### src/rtl/arm_defs_pkg.sv
// Shared ARM datapath definitions used by the LDM/STM sequencer.
//   LSM_OP     : IR[27:25] opcode class for Load/Store Multiple
//   IR_*       : bit positions of the P/U/W/L/Rn fields inside IR
//   lsm_state_e: sequencer state encoding
package arm_defs_pkg;

    localparam int unsigned DATA_W    = 32;
    localparam int unsigned LIST_W    = 16;
    localparam int unsigned REG_W     = 4;
    localparam int unsigned CNT_W     = 5;

    localparam logic [2:0]  LSM_OP    = 3'b100;

    localparam int unsigned IR_OP_LSB = 25;
    localparam int unsigned IR_P      = 24;
    localparam int unsigned IR_U      = 23;
    localparam int unsigned IR_W      = 21;
    localparam int unsigned IR_L      = 20;
    localparam int unsigned IR_RN_LSB = 16;

    typedef enum logic [1:0] {
        ST_IDLE   = 2'd0,
        ST_XFER   = 2'd1,
        ST_FINISH = 2'd2
    } lsm_state_e;

endpackage

### src/rtl/reg_list_popcount.sv
// Counts the set bits of a 16-entry register list (combinational).
//   list_i  : register list IR[15:0]
//   count_o : number of listed registers, 0..16
module reg_list_popcount
    import arm_defs_pkg::*;
(
    input  logic [LIST_W-1:0] list_i,
    output logic [CNT_W-1:0]  count_o
);

    always_comb begin
        count_o = '0;
        for (int i = 0; i < int'(LIST_W); i++) begin
            count_o = count_o + CNT_W'(list_i[i]);
        end
    end

endmodule

### src/rtl/ldm_stm_sequencer.sv
// Walks the register list of an ARM LDM/STM, issuing one memory transfer per
// listed register with ascending addresses, then a base writeback strobe.
//   CLK, RESET_N      : clock, async active-low reset
//   START, IR, RN_VALUE : request, instruction and base value (sampled in IDLE)
//   MEM_DONE          : memory completes the current transfer
//   BUSY              : operation in progress (XFER or FINISH)
//   MEM_REQ/RW/ADDR   : memory transfer request, direction (1=load), address
//   REG_ADDR, REG_WE  : register-file index and write strobe (REG_WE comb.)
//   WB_EN/REG/VALUE   : base writeback strobe, register and value
//   DONE              : one-cycle completion pulse
module ldm_stm_sequencer
    import arm_defs_pkg::*;
(
    input  logic              CLK,
    input  logic              RESET_N,
    input  logic              START,
    input  logic [DATA_W-1:0] IR,
    input  logic [DATA_W-1:0] RN_VALUE,
    input  logic              MEM_DONE,
    output logic              BUSY,
    output logic              MEM_REQ,
    output logic              MEM_RW,
    output logic [DATA_W-1:0] MEM_ADDR,
    output logic [REG_W-1:0]  REG_ADDR,
    output logic              REG_WE,
    output logic              WB_EN,
    output logic [REG_W-1:0]  WB_REG,
    output logic [DATA_W-1:0] WB_VALUE,
    output logic              DONE
);

    lsm_state_e        state_q, state_d;
    logic [LIST_W-1:0] list_q, list_d;
    logic [DATA_W-1:0] addr_q, addr_d;
    logic [DATA_W-1:0] wbv_q, wbv_d;
    logic [REG_W-1:0]  rn_q, rn_d;
    logic              l_q, l_d;
    logic              wbok_q, wbok_d;

    logic [CNT_W-1:0]  n_c;
    logic [DATA_W-1:0] blk_c;
    logic [REG_W-1:0]  low_c;
    logic [REG_W-1:0]  ir_rn_c;
    logic              accept_c;

    reg_list_popcount u_popcount (
        .list_i  (IR[LIST_W-1:0]),
        .count_o (n_c)
    );

    assign blk_c    = DATA_W'(n_c) << 2;
    assign ir_rn_c  = IR[IR_RN_LSB +: REG_W];
    assign accept_c = START && (IR[IR_OP_LSB +: 3] == LSM_OP);

    // Lowest set bit of the remaining list; scanning downward lets the lowest win.
    always_comb begin
        low_c = '0;
        for (int i = int'(LIST_W) - 1; i >= 0; i--) begin
            if (list_q[i]) low_c = REG_W'(i);
        end
    end

    // Next-state and datapath update.
    always_comb begin
        state_d = state_q;
        list_d  = list_q;
        addr_d  = addr_q;
        wbv_d   = wbv_q;
        rn_d    = rn_q;
        l_d     = l_q;
        wbok_d  = wbok_q;
        case (state_q)
            ST_IDLE: begin
                if (accept_c) begin
                    list_d = IR[LIST_W-1:0];
                    l_d    = IR[IR_L];
                    rn_d   = ir_rn_c;
                    wbv_d  = IR[IR_U] ? (RN_VALUE + blk_c) : (RN_VALUE - blk_c);
                    // A load that overwrites the base keeps the loaded value.
                    wbok_d = IR[IR_W] && (n_c != '0) && !(IR[IR_L] && IR[ir_rn_c]);
                    // Transfers always ascend, so start at the lowest address.
                    case ({IR[IR_P], IR[IR_U]})
                        2'b01:   addr_d = RN_VALUE;
                        2'b11:   addr_d = RN_VALUE + 32'd4;
                        2'b00:   addr_d = RN_VALUE - blk_c + 32'd4;
                        default: addr_d = RN_VALUE - blk_c;
                    endcase
                    state_d = (IR[LIST_W-1:0] == '0) ? ST_FINISH : ST_XFER;
                end
            end
            ST_XFER: begin
                if (MEM_DONE) begin
                    list_d = list_q & (list_q - LIST_W'(1));
                    addr_d = addr_q + 32'd4;
                    if (list_d == '0) state_d = ST_FINISH;
                end
            end
            ST_FINISH: state_d = ST_IDLE;
            default:   state_d = ST_IDLE;
        endcase
    end

    always_ff @(posedge CLK or negedge RESET_N) begin
        if (!RESET_N) begin
            state_q <= ST_IDLE;
            list_q  <= '0;
            addr_q  <= '0;
            wbv_q   <= '0;
            rn_q    <= '0;
            l_q     <= 1'b0;
            wbok_q  <= 1'b0;
        end else begin
            state_q <= state_d;
            list_q  <= list_d;
            addr_q  <= addr_d;
            wbv_q   <= wbv_d;
            rn_q    <= rn_d;
            l_q     <= l_d;
            wbok_q  <= wbok_d;
        end
    end

    assign BUSY     = (state_q != ST_IDLE);
    assign MEM_REQ  = (state_q == ST_XFER);
    assign MEM_RW   = MEM_REQ && l_q;
    assign MEM_ADDR = addr_q;
    assign REG_ADDR = low_c;
    assign REG_WE   = MEM_REQ && l_q && MEM_DONE;
    assign DONE     = (state_q == ST_FINISH);
    assign WB_EN    = DONE && wbok_q;
    assign WB_REG   = rn_q;
    assign WB_VALUE = wbv_q;

endmodule

### config.mk
export PLATFORM = sky130hd
export DESIGN_NAME = ldm_stm_sequencer
export DESIGN_NICKNAME = d
export VERILOG_FILES = /design/src/rtl/arm_defs_pkg.sv /design/src/rtl/reg_list_popcount.sv /design/src/rtl/ldm_stm_sequencer.sv
export SDC_FILE = /design/constraint.sdc
export NUM_CORES = 1
export LEC_CHECK = 0
export ABC_AREA = 1
export ABC_CLOCK_PERIOD_IN_PS = 2500
export CORE_ASPECT_RATIO = 0.7
export CORE_UTILIZATION = 55
export DETAILED_ROUTE_END_ITERATION = 10
export PLACE_DENSITY = 0.9
export SYNTH_ARGS = -nofsm -noshare
export SYNTH_HDL_FRONTEND = slang
export SYNTH_SLANG_ARGS = --single-unit
### constraint.sdc
create_clock -name CLK -period 2.5 [get_ports CLK]
set_input_delay 0.5 -clock CLK [delete_from_list [all_inputs] [get_ports CLK]]
set_output_delay 0.5 -clock CLK [all_outputs]
set_load 0.05 [all_outputs]
==> qor.yml, run 1 <==
cts:
  root_buffer: "clkbuf_16"
  cts_buffers: 9
  cts_sinks: 88
  htreeDepth: 3
  clockBufferDepth: 2
placed_design:
  io_buffers: 140
  dpl.hpwl_um: 32900
  gp_congestion: 1.12
synthesis:
  synth_area_leader_cell: "dfrtp_1"
  syn_nets: 1719
  yosys-top-cells-area: "dfrtp_1, nand2_1, a21oi_1, inv_1, nor2_1"
  synthArstFlopShare_pct: 100
  synth_top_area_share_pct: 22.2
  ys_warn_count: 0
  syn_area_um2: 9940
  avgSynthCellArea_um2: 6.15
  synth-seq-cells: 88
  synth-seq-area-share_pct: 22.2
  synth.distinct_cells: 58
  syn-instance-count: 1616
  synth_edf_count: 0
  synth_flop_cell: "dfrtp_1"
floorplan:
  start_util_pct: 57.0
  die_h_um: 114
  io_pins: 146
  fp.dieW_um: 163
  num_rows: 40
outcome:
  stop_error: "[ERROR GRT-0232] Routing congestion too high. Check the congestion heatmap in the GUI."
  status: "did not finish"
  haltStage: "global routing (5_1_grt)"
global_route:
  grtUsageTotal_pct: 81.8
  grt_max_degree: 54
  grt-ovfl-total: 116
-- cell families after synthesis --
| kind of cell | count (synthesis) | synth area share [%] |
|---|---|---|
| DFF | 88 | 22.2 |
| buffers and inverters | 259 | 10.4 |
| and+or+nand+nor | 890 | 41.9 |
| adders and majority gates | 35 | 5.31 |
| AOI/OAI and AO/OA | 325 | 18.6 |
| xor gates and xnor gates | 19 | 1.67 |
-- per-stage QoR --
stage | setup WS, ps | TNS (ps) | utilization, % | instance area, µm² | instances
after floorplan | -3170 | -163890 | - | 10300 | 1616
after global placement | -4030 | -220150 | 79.0 | 13800 | 2176
after detailed placement | -4270 | -232870 | 79.0 | 13800 | 2176
after CTS | -3240 | -176150 | 84.5 | 14700 | 2229
-- Yosys cell counts, types with 23 or more instances --
cell and n:
nand4_1 42, nand3_1 123, nor2_1 166, o21ai_0 99
ha_1 23, nand2_1 418, a21oi_1 131, dfrtp_1 88
clkbuf_1 49, nand2_2 33, nor3_1 26, inv_1 173
-- metal layers --
metal  global-route usage [%]  GRT overflow
met5                     56.4             0
met4                     83.3            48
met3                     71.4             7
met2                     91.8            59
met1                     82.1             2
-- repair_timing --
item | CTS
resized for setup | 127
endpoints found under the hold margin | 0
endpoints found under the setup margin | 62
pin swaps | 60
cloned | 0
setup buffers | 38
hold buffers | 0
==> inputs of run 2 (changes only) <==
- CORE_ASPECT_RATIO: 0.7 -> not set
- CORE_UTILIZATION: 55 -> 40
- PLACE_DENSITY: 0.9 -> not set
- PLACE_DENSITY_LB_ADDON: not set -> 0.15
==> qor.yml, run 2 <==
global_route:
  grtUsageTotal_pct: 34.3
  grt_max_degree: 89
  grt_pass1_vias: 12300
  antenna_found_initial: 0
  grt_pass1_wl_um: 67800
  grt-ovfl-total: 0
timing:
  drv_slew: 0
  setup_viol: 61
  hold_violations: 0
  skew_ps: 16.3
  period_share_pct: 234
  slew_headroom_pct: 53.5
  min_period_ps: 5850
  fmax_mhz: 171
  grt_setup_unrepaired: "yes"
  fin_ws_ps: -3350
  tightest_slew_ps: 689
finish:
  insertedDiodeCount: 0
  final_area_um2: 16400
  fin_util_pct: 67.3
  nets: 2175
  layout_commonest_cell: "nand2_1"
  final_layout_size_suffix_gt1_share_pct: 37.4
  instances_no_fill: 2401
  mostFrequentLayoutCells: "nand2_1, buf_4, inv_1, nor2_1, clkdlybuf4s50_1"
  syn_to_final_growth_pct: 64.7
  fillers: 2133
setup_path:
  crit_buf_inv: 7
  startpoint_type: "input pin"
  crit_fanout: 5
  worstPathRequired_ps: 2740
  slowest_stage: "fa_1"
  r2r_start: "MEM_ADDR[3]"
  cp-startpoint: "IR[1]"
  worstSetupPathType: "in -> reg"
  crit_top_cell: "nand2_2"
  worstPathArrival_ps: 6100
  cp-end-kind: "flop"
  crit_path_max_incr_delay_ps: 540
  crit_family: "adder cells"
power_and_ir_drop:
  ir_drop_mv: 0.982
  leakage_uw: 0.00757
  power.total_uw: 19500
  p_per_area_nw_per_um2: 1190
placed_design:
  place_inst: 2330
  placed_cell_area_um2: 14300
  gp_congestion: 0.938
  io_buffers: 140
  dpl.hpwl_um: 34100
  pre_cts_slack_ps: -4350
outcome:
  violations: "negative setup slack"
  status: "finished with violations"
floorplan:
  start_util_pct: 40.9
  io_pins: 146
  coreArea_um2: 24300
  num_rows: 57
  die-area_um2: 25500
  fp.dieW_um: 160
  die_h_um: 160
cts:
  cts_sinks: 88
  root_buffer: "clkbuf_16"
  clockBufferDepth: 2
  cts_buffers: 9
  insertion_delay_ps: 370
  htreeDepth: 3
  cts_tree: "done"
  clkTransAtPathRegs_ps: 90
drt:
  drt-initial-drc-count: 1240
  ant_nets: 0
  first_pass_iters: 5
  vias: 13000
  drc: 0
  wl_um: 44200
  viasPerCell: 5.39
  wl_per_cell_um: 18.4
synthesis:
  syn_nets: 1719
  ys_warn_count: 0
  synth.top_cells.by_count: "nand2_1, inv_1, nor2_1"
  synth_top_area_share_pct: 22.2
  avgSynthCellArea_um2: 6.15
  synth_area_leader_cell: "dfrtp_1"
  synth_flop_cell: "dfrtp_1"
  yosys-top-cells-area: "dfrtp_1, nand2_1, a21oi_1, inv_1, nor2_1"
  syn-instance-count: 1616
  synth_edf_count: 0
  synth-seq-area-share_pct: 22.2
  synth-seq-cells: 88
  synth.most_common_cell: "nand2_1"
  syn_area_um2: 9940
  synthArstFlopShare_pct: 100
  synth.distinct_cells: 58
hold_path:
  hold_path_class: "in -> async"
job:
  cap_viol_max_count: 0
-- run 2: cell counts after synthesis --
No cell type changed its count.
-- run 2: repair_timing --
item | 4_1_cts | 5_1_grt
pin swaps | 99 | 148
gates cloned | 1 | 0
hold buffers | 0 | 0
resized for setup | 165 | 189
endpoints found under the setup margin | 62 | 65
setup buffers | 36 | 32
-- run 2: where the power goes --
part           internal [µW]  total [µW]  switching [µW]
clock                    993        1700             704
combinational           5930       15000            9090
sequential              2190        2810             620
total                   9110       19500           10400
-- run 2: logic make-up after synthesis --
| logic type | Yosys count | synth area share, % |
|---|---|---|
| buf+inv | 259 | 10.4 |
| simple gates | 890 | 41.9 |
| fa+ha+maj | 35 | 5.31 |
| compound gates | 325 | 18.6 |
| xor+xnor | 19 | 1.67 |
| flops | 88 | 22.2 |
-- run 2: per-layer routing --
metal | global-route usage [%] | wire [µm] | up-vias
li1 | - | - | 6253
met1 | 50.9 | 20900 | 6118
met2 | 52.0 | 19200 | 516
met3 | 3.46 | 2810 | 65
met4 | 10.5 | 1230 | 0
met5 | 0 | 0 | -
-- run 2: stage by stage --
step | TNS, ps | hold WS (ps)
after floorplan | -163890 | 204
after global placement | -232530 | 459
after detailed placement | -236070 | 467
after CTS | -189750 | 207
after global routing | -194410 | 212
final | -183920 | 154
-- run 2: path summary, 6_finish.rpt --
| path | to | slack, ps | cells after the start |
|---|---|---|---|
| min reg2reg | WB_VALUE[1] | 490 | 2 |
| max | WB_VALUE[22] | -3350 | 33 |
| max reg2reg | MEM_ADDR[26] | -80 | 15 |
| min in group CLK | WB_VALUE[1] | 490 | 2 |
| min | WB_VALUE[31] | 150 | 2 |
| max in group asynchronous | MEM_ADDR[0] | 1890 | 2 |
-- run 2: final cells by class --
type | instances | area, µm² | area share (%)
repair buffers | 517 | 4570 | 27.9
clock inverters | 7 | 126 | 0.772
flip-flops and latches | 88 | 2200 | 13.5
multi-input cells | 1270 | 8090 | 49.5
well taps | 324 | 405 | 2.48
clock buffers | 9 | 225 | 1.38
inverters | 186 | 742 | 4.54
Note: power is estimated with default switching activity, not from simulation.
==> inputs of run 3 (changes only) <==
- PLACE_DENSITY_LB_ADDON: 0.15 -> 0.05
==> qor.yml, run 3 (synthesis gave the netlist of run 2 again) <==
outcome:
  status: "finished with violations"
  violations: "negative setup slack"
cts:
  htreeDepth: 3
  postCtsHoldBufs: 0
  root_buffer: "clkbuf_16"
  clockBufferDepth: 2
  cts_buffers: 9
  clkTransAtPathRegs_ps: 70
  insertion_delay_ps: 360
  cts_tree: "done"
  cts_sinks: 88
timing:
  fin_ws_ps: -3360
  min_period_ps: 5860
  hold_violations: 0
  setup_viol: 61
  fmax_mhz: 171
  drv_slew: 0
  skew_ps: 9.01
  grt_setup_unrepaired: "yes"
  slew_headroom_pct: 50.5
  tightest_slew_ps: 733
  period_share_pct: 234
  holdWs_ps: 11.8
  fin_tns_setup_ps: -180190
placed_design:
  io_buffers: 140
  dpl.hpwl_um: 33600
  gp_congestion: 0.928
setup_path:
  cp-end-kind: "flop"
  crit_fanout: 5
  r2r_start: "MEM_ADDR[3]"
  startpoint_type: "input pin"
  cp-startpoint: "IR[1]"
  worstSetupPathType: "in -> reg"
  worstPathArrival_ps: 6150
  worstPathRequired_ps: 2790
floorplan:
  io_pins: 146
  die-area_um2: 25500
  die_h_um: 160
  fp.dieW_um: 160
  num_rows: 57
  start_util_pct: 40.9
  coreArea_um2: 24300
power_and_ir_drop:
  p_per_area_nw_per_um2: 1150
  leakage_uw: 0.00757
  ir_drop_mv: 0.991
hold_path:
  hold_path_class: "in -> async"
global_route:
  antenna_found_initial: 0
  grtUsageTotal_pct: 33.3
  grt_pass1_wl_um: 65800
  use_met1_pct: 48.7
  grt_use_met3_pct: 4.48
  grt_pass1_vias: 12100
  top_usage_layer: "met2"
  met2_usage_pct: 50.8
  grt_max_degree: 49
  grt-ovfl-total: 0
drt:
  wl_per_cell_um: 18.2
  first_pass_iters: 5
  viasPerCell: 5.33
  drt-initial-drc-count: 1268
  ant_nets: 0
  drc: 0
  wl_um: 43600
  vias: 12800
finish:
  nets: 2174
  mostFrequentLayoutCells: "nand2_1, buf_4, inv_1, nor2_1, clkdlybuf4s50_1"
  final_layout_size_suffix_gt1_share_pct: 38.1
  insertedDiodeCount: 0
  syn_to_final_growth_pct: 65.0
  fillers: 2187
  fin_util_pct: 67.4
  layout_commonest_cell: "nand2_1"
job:
  cap_viol_max_count: 0
run 3: cell types whose count changed in the layout (fill, tap and decap cells not counted), moves of 3 or more:
cell | previous run | this run
o21ai_2 | 14 | 18
buf_4 | 334 | 330
nand3_1 | 81 | 74
nand2_2 | 71 | 74
nand3_2 | 43 | 49
a21oi_2 | 28 | 23
o21ai_1 | 30 | 24
buf_6 | 32 | 39
nand2_1 | 343 | 338
a21oi_1 | 103 | 108
run 3: timing repair:
action / 4_1_cts / 5_1_grt
pin swaps: 109 / 158
endpoints found under the setup margin: 62 / 64
gates resized for setup: 174 / 204
buffers inserted: 34 / 39
run 3: worst paths after layout:
path                            slack [ps]  cells past startpoint           end
worst min register to register         470                      2  WB_VALUE[21]
worst max register to register          50                     15  MEM_ADDR[26]
worst max-delay path                 -3360                     27  MEM_ADDR[25]
max in group asynchronous             1830                      2  WB_VALUE[26]
worst min-delay path                    10                      1    list_q[15]
min in group CLK                       470                      2  WB_VALUE[21]
run 3: worst max-delay path: stages:
cell     delay, ps
buf_12          90
inv_12          30
ha_4           250
inv_2           30
fa_1           490
fa_2           450
fa_2           550
fa_1           430
fa_2           390
fa_2           560
inv_2           60
fa_2           400
nor2_4         190
buf_6          130
nand3_4         90
nand4_1        180
nand3_4        130
nand2_8        110
nand2_1         80
nor4_1         290
buf_4          210
nand3_2         80
nand2_2         80
nand3_2         70
nand2_2         70
nand2_2         60
a21oi_2        130
run 3: metrics by stage:
step | worst slack, ps | total power [µW] | cell area, µm² | std cells
global placement | -4210 | 15200 | 14200 | 2319
global route | -3490 | 20000 | 16400 | 2399
CTS | -3370 | 17700 | 15400 | 2365
floorplan | -3170 | 10500 | 10300 | 1616
detailed placement | -4270 | 15300 | 14200 | 2319
finish | -3360 | 18900 | 16400 | 2399
run 3: layout make-up:
cell class	instances	area, µm²	share of cell area, %
clock buffer	10	239	1.46
multi-input combinational	1269	8190	49.9
inverter	186	744	4.54
clock inverter	5	57.6	0.351
timing repair buffer	517	4560	27.8
tap	324	405	2.47
sequential	88	2200	13.4
run 3: routing by layer:
metal / vias to the layer above / share of wire, %
met5: - / 0
met4: 0 / 2.3
met3: 54 / 6.5
met2: 468 / 44
met1: 6010 / 47
li1: 6246 / -
run 3: power breakdown:
group / internal, µW / switching, µW
Clock: 799 / 655
Sequential: 2190 / 608
Combinational: 5780 / 8880
Total: 8760 / 10100
